## src/rtl/io_entry_pkg.sv

```systemverilog
// Shared types, mode codes and page-count helpers for the front-panel entry controller.
package io_entry_pkg;

   typedef enum logic [2:0] {
      S_IDLE,
      S_M_CLEAR,
      S_M_WRITE,
      S_M_READ,
      S_ENTRY,
      S_ISSUE,
      S_WAIT,
      S_SHOW
   } state_t;

   localparam logic [1:0] MODE_CLEAR = 2'b00;
   localparam logic [1:0] MODE_READ  = 2'b01;
   localparam logic [1:0] MODE_WRITE = 2'b10;
   localparam logic [1:0] MODE_IDLE  = 2'b11;

   // Number of 4*sw_n-bit pages needed to cover a field of the given width.
   function automatic int pages(input int width, input int sw_n);
      return (width + 4 * sw_n - 1) / (4 * sw_n);
   endfunction

   // Mode code shown for a mode state; anything else reports CLEAR.
   function automatic logic [1:0] mode_code(input state_t s);
      case (s)
         S_M_WRITE: return MODE_WRITE;
         S_M_READ:  return MODE_READ;
         S_IDLE:    return MODE_IDLE;
         default:   return MODE_CLEAR;
      endcase
   endfunction

endpackage

```

## src/rtl/io_edge_det.sv

```systemverilog
// Registered rising-edge detector: rise_o is high while an input is high
// but was low at the previous clock sample.
module io_edge_det #(
   parameter int W = 1
) (
   input  logic         clk_i,
   input  logic         rst_i,
   input  logic [W-1:0] sig_i,
   output logic [W-1:0] rise_o
);

   logic [W-1:0] prev_q;

   // Remember the previous sample of every input.
   always_ff @(posedge clk_i or posedge rst_i) begin
      if (rst_i) prev_q <= '0;
      else       prev_q <= sig_i;
   end

   assign rise_o = sig_i & ~prev_q;

endmodule

```

## src/rtl/io_entry_ctrl.sv

```systemverilog
// Front-panel controller: paged hex entry of address/data from switches,
// CLEAR/WRITE/READ requests to memory with a req/done handshake, readback
// display and a watchdog on the memory response.
module io_entry_ctrl
   import io_entry_pkg::*;
#(
   parameter int ADDR_W  = 25,
   parameter int DATA_W  = 16,
   parameter int SW_N    = 4,
   parameter int TIMEOUT = 1024
) (
   input  logic              clk,
   input  logic              rst,
   input  logic              key_mode,
   input  logic              key_step,
   input  logic [SW_N-1:0]   sw,
   input  logic              mem_done,
   input  logic [DATA_W-1:0] mem_rdata,
   output logic [1:0]        mode_out,
   output logic [3:0]        stage_out,
   output logic [ADDR_W-1:0] mem_addr,
   output logic [DATA_W-1:0] mem_wdata,
   output logic              mem_req,
   output logic              mem_we,
   output logic              mem_clr,
   output logic [4*SW_N-1:0] disp_data,
   output logic              io_done,
   output logic              io_err
);

   localparam int PG_W  = 4 * SW_N;
   localparam int APG   = pages(ADDR_W, SW_N);
   localparam int DPG   = pages(DATA_W, SW_N);
   localparam int NPG   = APG + DPG;
   localparam int NDIG  = NPG * SW_N;
   localparam int TOT_W = NPG * PG_W;
   localparam int WD_W  = $clog2(TIMEOUT + 1);

   // Bits of the flat digit store that map onto real address/data bits.
   function automatic logic [TOT_W-1:0] valid_mask();
      logic [TOT_W-1:0] m;
      m = '0;
      for (int i = 0; i < TOT_W; i++) begin
         if (i < ADDR_W || (i >= APG * PG_W && i < APG * PG_W + DATA_W)) m[i] = 1'b1;
      end
      return m;
   endfunction

   // Zero-extend or truncate read data to one display page.
   function automatic logic [PG_W-1:0] fit_page(input logic [DATA_W-1:0] d);
      logic [PG_W+DATA_W-1:0] ext;
      ext = {{PG_W{1'b0}}, d};
      return ext[PG_W-1:0];
   endfunction

   localparam logic [TOT_W-1:0] DIG_MASK = valid_mask();

   state_t            state_q;
   state_t            owner_q;
   logic [3:0]        page_q;
   logic [TOT_W-1:0]  digits_q;
   logic [TOT_W-1:0]  digits_inc;
   logic [PG_W-1:0]   rd_q;
   logic [WD_W-1:0]   wd_q;
   logic              mem_req_q, mem_we_q, mem_clr_q, io_done_q, io_err_q;
   logic [SW_N+1:0]   rise;
   logic              mode_rise, step_rise;
   logic [SW_N-1:0]   sw_rise;
   logic [3:0]        last_pg;

   io_edge_det #(.W(SW_N + 2)) u_edge (
      .clk_i  (clk),
      .rst_i  (rst),
      .sig_i  ({sw, key_step, key_mode}),
      .rise_o (rise)
   );

   assign mode_rise = rise[0];
   assign step_rise = rise[1];
   assign sw_rise   = rise[SW_N+1:2];

   // Last page index: writes walk address then data pages, reads address pages only.
   assign last_pg = (owner_q == S_M_WRITE) ? 4'(NPG - 1) : 4'(APG - 1);

   // Per-digit increment on the current page; partial digits wrap at their real width.
   always_comb begin
      digits_inc = digits_q;
      for (int g = 0; g < NDIG; g++) begin
         if ((g / SW_N) == int'(page_q) && sw_rise[g % SW_N]) begin
            digits_inc[4*g +: 4] = (digits_q[4*g +: 4] + 4'd1) & DIG_MASK[4*g +: 4];
         end
      end
   end

   // Main controller FSM with registered handshake and pulse outputs.
   always_ff @(posedge clk or posedge rst) begin
      if (rst) begin
         state_q   <= S_IDLE;
         owner_q   <= S_M_CLEAR;
         page_q    <= '0;
         digits_q  <= '0;
         rd_q      <= '0;
         wd_q      <= '0;
         mem_req_q <= 1'b0;
         mem_we_q  <= 1'b0;
         mem_clr_q <= 1'b0;
         io_done_q <= 1'b0;
         io_err_q  <= 1'b0;
      end else begin
         io_done_q <= 1'b0;
         io_err_q  <= 1'b0;
         case (state_q)
            S_IDLE: begin
               if (mode_rise) state_q <= S_M_CLEAR;
            end
            S_M_CLEAR: begin
               if (mode_rise) state_q <= S_M_WRITE;
               else if (step_rise) begin
                  state_q   <= S_ISSUE;
                  owner_q   <= S_M_CLEAR;
                  mem_clr_q <= 1'b1;
                  mem_we_q  <= 1'b0;
                  digits_q  <= '0;
               end
            end
            S_M_WRITE: begin
               if (mode_rise) state_q <= S_M_READ;
               else if (step_rise) begin
                  state_q <= S_ENTRY;
                  owner_q <= S_M_WRITE;
                  page_q  <= '0;
               end
            end
            S_M_READ: begin
               if (mode_rise) state_q <= S_M_CLEAR;
               else if (step_rise) begin
                  state_q <= S_ENTRY;
                  owner_q <= S_M_READ;
                  page_q  <= '0;
               end
            end
            S_ENTRY: begin
               if (mode_rise) state_q <= owner_q;
               else begin
                  digits_q <= digits_inc;
                  if (step_rise) begin
                     if (page_q == last_pg) begin
                        state_q   <= S_ISSUE;
                        mem_we_q  <= (owner_q == S_M_WRITE);
                        mem_clr_q <= 1'b0;
                     end else begin
                        page_q <= page_q + 4'd1;
                     end
                  end
               end
            end
            S_ISSUE: begin
               mem_req_q <= 1'b1;
               wd_q      <= '0;
               state_q   <= S_WAIT;
            end
            S_WAIT: begin
               if (mem_done) begin
                  mem_req_q <= 1'b0;
                  mem_we_q  <= 1'b0;
                  mem_clr_q <= 1'b0;
                  io_done_q <= 1'b1;
                  if (owner_q == S_M_READ) begin
                     rd_q    <= fit_page(mem_rdata);
                     state_q <= S_SHOW;
                  end else begin
                     state_q <= owner_q;
                  end
               end else if (wd_q == WD_W'(TIMEOUT - 1)) begin
                  mem_req_q <= 1'b0;
                  mem_we_q  <= 1'b0;
                  mem_clr_q <= 1'b0;
                  io_err_q  <= 1'b1;
                  state_q   <= owner_q;
               end else begin
                  wd_q <= wd_q + WD_W'(1);
               end
            end
            S_SHOW: begin
               if (mode_rise)      state_q <= owner_q;
               else if (step_rise) state_q <= S_M_READ;
            end
            default: state_q <= S_IDLE;
         endcase
      end
   end

   // Display, mode and stage decode from registered state.
   always_comb begin
      mode_out  = MODE_IDLE;
      stage_out = 4'd0;
      disp_data = '0;
      case (state_q)
         S_IDLE:    mode_out = MODE_IDLE;
         S_M_CLEAR: mode_out = MODE_CLEAR;
         S_M_WRITE: mode_out = MODE_WRITE;
         S_M_READ:  mode_out = MODE_READ;
         S_ENTRY: begin
            mode_out  = mode_code(owner_q);
            stage_out = page_q + 4'd1;
            disp_data = digits_q[int'(page_q) * PG_W +: PG_W];
         end
         S_SHOW: begin
            mode_out  = mode_code(owner_q);
            disp_data = rd_q;
         end
         default: mode_out = mode_code(owner_q);
      endcase
   end

   assign mem_addr  = digits_q[ADDR_W-1:0];
   assign mem_wdata = digits_q[APG*PG_W +: DATA_W];
   assign mem_req   = mem_req_q;
   assign mem_we    = mem_we_q;
   assign mem_clr   = mem_clr_q;
   assign io_done   = io_done_q;
   assign io_err    = io_err_q;

endmodule

```

## config.mk

```make
export PLATFORM = sky130hd
export DESIGN_NAME = io_entry_ctrl
export DESIGN_NICKNAME = d
export VERILOG_FILES = /design/src/rtl/io_entry_pkg.sv /design/src/rtl/io_edge_det.sv /design/src/rtl/io_entry_ctrl.sv
export SDC_FILE = /design/constraint.sdc
export NUM_CORES = 1
export LEC_CHECK = 0
export BUFFER_PORTS_ARGS = -buffer_cell sky130_fd_sc_hd__buf_2
export CAP_MARGIN = 20
export CORE_ASPECT_RATIO = 1.25
export CORE_UTILIZATION = 56
export CTS_CLUSTER_SIZE = 30
export DETAILED_ROUTE_END_ITERATION = 12
export PLACE_DENSITY_LB_ADDON = 0.2
export SLEW_MARGIN = 30
export SYNTH_ARGS = -nofsm -noshare
export SYNTH_HDL_FRONTEND = slang
export SYNTH_SLANG_ARGS = --single-unit
```

## constraint.sdc

```tcl
create_clock -name clk -period 3.7 [get_ports clk]
set_clock_uncertainty 0.1 [all_clocks]
set_input_delay 0.555 -clock clk [delete_from_list [all_inputs] [get_ports clk]]
set_output_delay 0.555 -clock clk [all_outputs]
set_load 0.02 [all_outputs]
```

==> results of run 1 <==
==> flip-flops by register name, indices dropped and copies added, names as in the netlist <==
signal	flops
state_q	3
rd_q	16
digits_q	41
mem_clr	1
u_edge.prev_q	6
owner_q	2
wd_q	11
mem_req	1
io_done	1
mem_we	1
io_err	1
page_q	4
==> layer usage <==
metal,vias up,track usage (%),share of wire [%]
met5,-,0,0
met4,0,11.1,1.8
met3,19,5.25,5.0
met2,104,48.9,52
met1,2052,34.7,41
li1,1970,-,-
==> placed cells by master (no fill, tap or decap), types with 2 or more instances in the layout <==
cell type,n
a21oi_1,18
a22o_1,11
a31o_2,2
and2_1,2
and3_1,7
buf_2,92
buf_4,10
clkbuf_8,9
clkinv_2,3
dfrtp_1,87
ha_1,19
inv_1,17
mux2_2,21
mux2i_1,18
nand2_1,52
nand2b_1,4
nand3_1,26
nand4_1,15
nor2_1,37
nor2b_1,9
nor3_1,6
nor3b_1,4
o211ai_1,8
o21ai_0,42
o22ai_1,3
o31ai_1,5
or3_1,15
or4_1,9
xnor2_1,3
xor2_1,16
==> logic make-up (layout without fill, tap and decap cells) <==
group,count (synthesis),in the layout,share of synthesized area [%]
adders and majority gates,19,19,4.95
muxes,39,39,8.67
buffers and inverters,42,134,3.49
and+or+nand+nor,192,192,20.0
xor gates and xnor gates,19,19,3.46
AOI/OAI and AO/OA,101,101,13.6
DFF,88,88,45.8
==> per-stage QoR <==
step                total power [mW]  instances  hold WS (ns)
finish                          3.08        689         0.188
global placement                2.42        675         0.372
detailed placement              2.45        675         0.380
CTS                             3.08        689         0.190
floorplan                       2.12        500         0.363
global route                    3.26        689         0.199
==> power breakdown <==
group          internal (mW)  switching [mW]
sequential              1.13           0.248
clock                  0.303           0.333
combinational          0.412           0.656
total                   1.84            1.24
==> layout make-up <==
class	instances	area, sq um	share of cell area (%)
well taps	97	121	2.19
flip-flops and latches	88	2200	39.8
repair buffers	102	536	9.67
inverters	18	68.8	1.24
multi-input cells	370	2430	44.0
clock buffers	10	128	2.30
clock inverters	4	47.5	0.858
==> worst paths after layout <==
| path | from | depth (start not counted) | end |
|---|---|---|---|
| setup / recovery | state_q[0]$_DFFE_PP0P_ | 6 | disp_data[4] |
| hold / removal | rst | 2 | rd_q[9]$_DFFE_PP0P_ |
| setup reg to reg | state_q[1]$_DFFE_PP0P_ | 6 | digits_q[15]$_DFFE_PP0P_ |
| hold reg to reg | mem_clr$_DFFE_PP0P_ | 1 | mem_clr$_DFFE_PP0P_ |
| max in group asynchronous | rst | 3 | owner_q[0]$_DFFE_PP1P_ |
| min in group clk | sw[1] | 1 | u_edge.prev_q[3]$_DFF_PP0_ |
==> flow_summary.json, run 1 <==
{
  "outcome": "finished, violations left",
  "violations": "design-rule violations",
  "syn_nets": 544,
  "place.gp.congestion": 0.857,
  "max_slew.worst_pin.slew_ns": 0.774,
  "hold_class": "input port to async pin",
  "synthCells": 500,
  "hpwl_microns": 8500,
  "critPathLaunchType": "flip-flop",
  "clk_latency_ns": 0.37,
  "fin_crit_ns": 3.05,
  "synthFlopType": "dfrtp_1",
  "pre_cts_slack_ns": 1.10,
  "synth.most_common_cell": "dfrtp_1",
  "chipWidth_microns": 84.9,
  "ctsResizeCount": 0,
  "drv_slew": 0,
  "ys_top_cells_by_area": "dfrtp_1 (45%), ha_1 (4.9%), mux2_2 (4.9%)",
  "cts_tree": "yes",
  "synth_commonest_cells": "dfrtp_1 (87), nand2_1 (52), o21ai_0 (42), nor2_1 (37), nand3_1 (26)",
  "drtIter0Drc": 153,
  "drc": 3,
  "final_nets": 633,
  "drive_above_1_share_pct": 24.0,
  "peakVddDrop_uv": 281,
  "drt-wirelength-per-cell_microns": 17.1,
  "ys_seq_area_share_pct": 45.8,
  "critPathArrivalTime_ns": 2.39,
  "fmax_mhz": 328,
  "grt_overflow_total": 0,
  "crit_fanout": 21,
  "fin_crit_sh_pct": 82.3,
  "die-area_sq_um": 8960,
  "ys_types": 49,
  "row_count": 37,
  "gr-usage-all-layers_pct": 28.2,
  "first_global_vias": 4135,
  "syn_to_final_growth_pct": 15.3,
  "start_util_pct": 58.0,
  "ant_nets": 0,
  "critical_path_buf_inv_count": 2,
  "antenna_found_initial": 0,
  "grt_max_degree": 45,
  "synth_edf_count": 0,
  "timing.final.ws_setup_ns": 0.655,
  "crit_slowest_cell": "dfrtp_1",
  "ys_ff_latch": 88,
  "fill_cells": 700,
  "setup_viol": 0,
  "antenna_cells": 0,
  "post-route-util_pct": 66.8,
  "grt_pass1_wl_microns": 19900,
  "synthArstFlopShare_pct": 100,
  "cts_root_buffer": "clkbuf_8",
  "portBuffers": 92,
  "max_cap_violations": 0,
  "postLayoutCellArea_sq_um": 5540,
  "avgSynthCellArea_sq_um": 9.61,
  "dr_total_vias": 4145,
  "clkSinkCount": 88,
  "finalHoldViolCount": 0,
  "crit_type": "flip-flop to output pin",
  "p_leak_nw": 2.66,
  "htree_levels": 3,
  "required_ns": 3.04,
  "synth_top_area_share_pct": 45.3,
  "rsz0062_at_grt": "false",
  "core_area_sq_um": 8290,
  "fp.dieH_microns": 106,
  "first_pass_iters": 8,
  "synth_area_sq_um": 4810,
  "ioPinCount": 93,
  "viasPerCell": 6.02,
  "reg2reg_setup_slack_ns": 1.08,
  "ctsHoldBuffers": 0,
  "cts_buffers": 9,
  "synth.largest_area_cell": "dfrtp_1",
  "cts_buffer_depth": 2,
  "setup_tns_ns": 0,
  "finalWirelength_microns": 11800,
  "crit_path_end_kind": "output pin",
  "clk_pin_slew_ns": 0.08,
  "slowest_delay_ns": 0.61,
  "crit_path_cell_trace": "nand2b_1 > or2_2 > nor3_1 > buf_4 > a22o_1 > buf_2",
  "slew_headroom_pct": 48.3,
  "place_area_sq_um": 5360,
  "powerDensity_nw_per_um2": 556,
  "crit_family": "simple AND/OR/NAND/NOR gates",
  "yosys_warnings": 0,
  "post-cts-setup-buffers": 0
}
No activity file was read; power rests on OpenSTA's default activity.
==> run 2, diff against run 1 <==
Settings changed: ABC_AREA set to 1, CORE_UTILIZATION 56 to 57.
Clock period 3.7 ns to 2.9 ns, I/O delays scaled along.
==> run 2 against run 1 <==
  * Cell count is 28% higher
  * Sequential power is 20% higher
  * Total power is 58% higher
  * First-iteration DRC count is 86% higher
  * Largest power group is now combinational cells
  * Worst setup slack worse by 0.46 ns
  * Global-route usage is 1.3 points higher
  * Via count is 19% higher
  * Clock-buffer cell count is 1 higher
  * Register-to-register slack worse by 0.42 ns
  * The flow finishes with violations (negative hold slack)
==> flow_summary.json, run 2 <==
{
  "outcome": "finished, violations left",
  "violations": "negative hold slack",
  "first_global_vias": 4545,
  "clk_latency_ns": 0.35,
  "yosys_warnings": 0,
  "synthArstFlopShare_pct": 100,
  "synth_top_area_share_pct": 41.0,
  "drive_above_1_share_pct": 20.5,
  "drc": 0,
  "ioPinCount": 93,
  "top_register": "digits_q",
  "drv_slew": 0,
  "cts_tree": "yes",
  "antenna_cells": 0,
  "synth_compound_area_share_pct": 10.6,
  "post-cts-setup-buffers": 0,
  "grt_max_degree": 42,
  "synth.most_common_cell": "nand2_1",
  "syn_to_final_growth_pct": 14.8,
  "ctsResizeCount": 0,
  "slew_headroom_pct": 57.9,
  "crit_type": "flip-flop to output pin",
  "crit_fanout": 13,
  "layout_commonest_cell": "nand2_1",
  "synth_top_family_by_area": "simple AND/OR/NAND/NOR gates",
  "row_count": 39,
  "die-area_sq_um": 9700,
  "synth_commonest_cells": "nand2_1 (147), dfrtp_1 (87), inv_1 (71), nand3_1 (70), o21ai_0 (60)",
  "synth_edf_count": 0,
  "synth_area_sq_um": 5310,
  "synth-adder-area-share_pct": 4.48,
  "fin_crit_ns": 2.70,
  "hold-worst-slack_ns": -0.0131,
  "setup_viol": 0,
  "powerDensity_nw_per_um2": 796,
  "power_mw": 4.85,
  "r2r_cells": 9,
  "first_pass_iters": 5,
  "clkSinkCount": 88,
  "gr-usage-all-layers_pct": 29.6,
  "max_slew.worst_pin.slew_ns": 0.623,
  "avgSynthCellArea_sq_um": 7.92,
  "fmax_mhz": 370,
  "postLayoutCellArea_sq_um": 6090,
  "cts_buffers": 9,
  "synthFlopType": "dfrtp_1",
  "finalHoldViolCount": 25,
  "ys_types": 39,
  "rsz0062_at_grt": "false",
  "yosys.area_share.simple_pct": 30.3,
  "place.gp.congestion": 0.893,
  "synth.largest_area_cell": "dfrtp_1",
  "cts_buffer_depth": 2,
  "ant_nets": 0,
  "grt_overflow_total": 0,
  "syn_nets": 714,
  "core_area_sq_um": 9080,
  "critPathArrivalTime_ns": 2.17,
  "reg.largest.list": "digits_q (41), rd_q (16), wd_q (11)",
  "max_cap_violations": 0,
  "ys_seq_area_share_pct": 41.5,
  "portBuffers": 92,
  "htree_levels": 3,
  "start_util_pct": 58.5,
  "viasPerCell": 5.58,
  "synthXorXnorAreaFrac_pct": 3.47,
  "p_leak_nw": 3.30,
  "synthMuxAreaShare_pct": 0.189,
  "ctsHoldBuffers": 0,
  "peakVddDrop_uv": 594,
  "ys_top_cells_by_area": "dfrtp_1 (41%), nand2_1 (10%), nand3_1 (6.6%)",
  "required_ns": 2.37,
  "fin_crit_sh_pct": 93.2,
  "hold_class": "input port to async pin",
  "finalWirelength_microns": 13300,
  "place_area_sq_um": 5800,
  "critPathLaunchType": "flip-flop",
  "largest_reg_flops": 41,
  "setup_tns_ns": 0,
  "drtIter0Drc": 284,
  "chipWidth_microns": 88.3,
  "synthCells": 670,
  "layout_common_cells": "nand2_1 (147), buf_2 (92), dfrtp_1 (87)",
  "drt-wirelength-per-cell_microns": 15.1,
  "hpwl_microns": 9790,
  "crit_path_end_kind": "output pin",
  "antenna_found_initial": 0,
  "ys_ff_latch": 88,
  "dr_total_vias": 4928,
  "clk_pin_slew_ns": 0.06,
  "final_nets": 800,
  "cts_root_buffer": "clkbuf_16",
  "grt_pass1_wl_microns": 21800,
  "fp.dieH_microns": 110
}
run 2: worst paths after layout:
path | startpoint | end | slack [ns]
max | state_q[0]$_DFFE_PP0P_ | disp_data[9] | 0.20
min | rst | u_edge.prev_q[1]$_DFF_PP0_ | -0.01
max reg2reg | page_q[1]$_DFFE_PP0P_ | digits_q[3]$_DFFE_PP0P_ | 0.66
min reg2reg | rd_q[15]$_DFFE_PP0P_ | rd_q[15]$_DFFE_PP0P_ | 0.37
max in group asynchronous | rst | digits_q[35]$_DFFE_PP0P_ | 2.05
min in group clk | sw[3] | u_edge.prev_q[5]$_DFF_PP0_ | 0.10
run 2: layout make-up:
type,count,area (sq um)
Fill cell,821,2980
Clock buffer,11,243
Tap cell,123,154
Sequential cell,88,2200
Inverter,80,312
Clock inverter,4,45.0
Multi-Input combinational cell,477,2600
Timing Repair Buffer,100,533
run 2: critical path, cell delays in order (launching register included):
cell,delay (ns)
dfrtp_1,0.51
nor2_2,0.16
nand2_2,0.21
nor2_2,0.21
nand2_1,0.20
o32ai_1,0.31
buf_2,0.22
run 2: per-stage QoR:
step                      setup slack (ns)  std cells  hold slack [ns]  utilization [%]
after floorplan                     0.0881        670            0.342                -
after global placement               0.714        868            0.359             64.0
after detailed placement             0.622        868            0.360             64.0
after CTS                            0.244        883          0.00303             67.1
after global routing                0.0834        883           0.0276             67.1
final                                0.197        883          -0.0131             67.1
run 2: cell families after synthesis:
group	Yosys count
compound gates	97
xor+xnor	21
fa+ha+maj	19
buf+inv	105
flops	88
mux	1
simple gates	339
run 2: per-layer routing:
metal / GRT usage [%] / part of all wire (%) / wire length [microns]
met1: 38.0 / 42 / 5620
met2: 48.8 / 50 / 6730
met3: 4.58 / 5.2 / 697
met4: 13.4 / 2.3 / 302
met5: 0 / 0 / 0
run 2: power breakdown:
| part | internal, mW | total, mW | leakage (nW) | switching (mW) |
|---|---|---|---|---|
| combinational | 0.594 | 2.05 | 2.02 | 1.46 |
| clock | 0.682 | 1.15 | 0.145 | 0.471 |
| sequential | 1.43 | 1.64 | 1.13 | 0.212 |
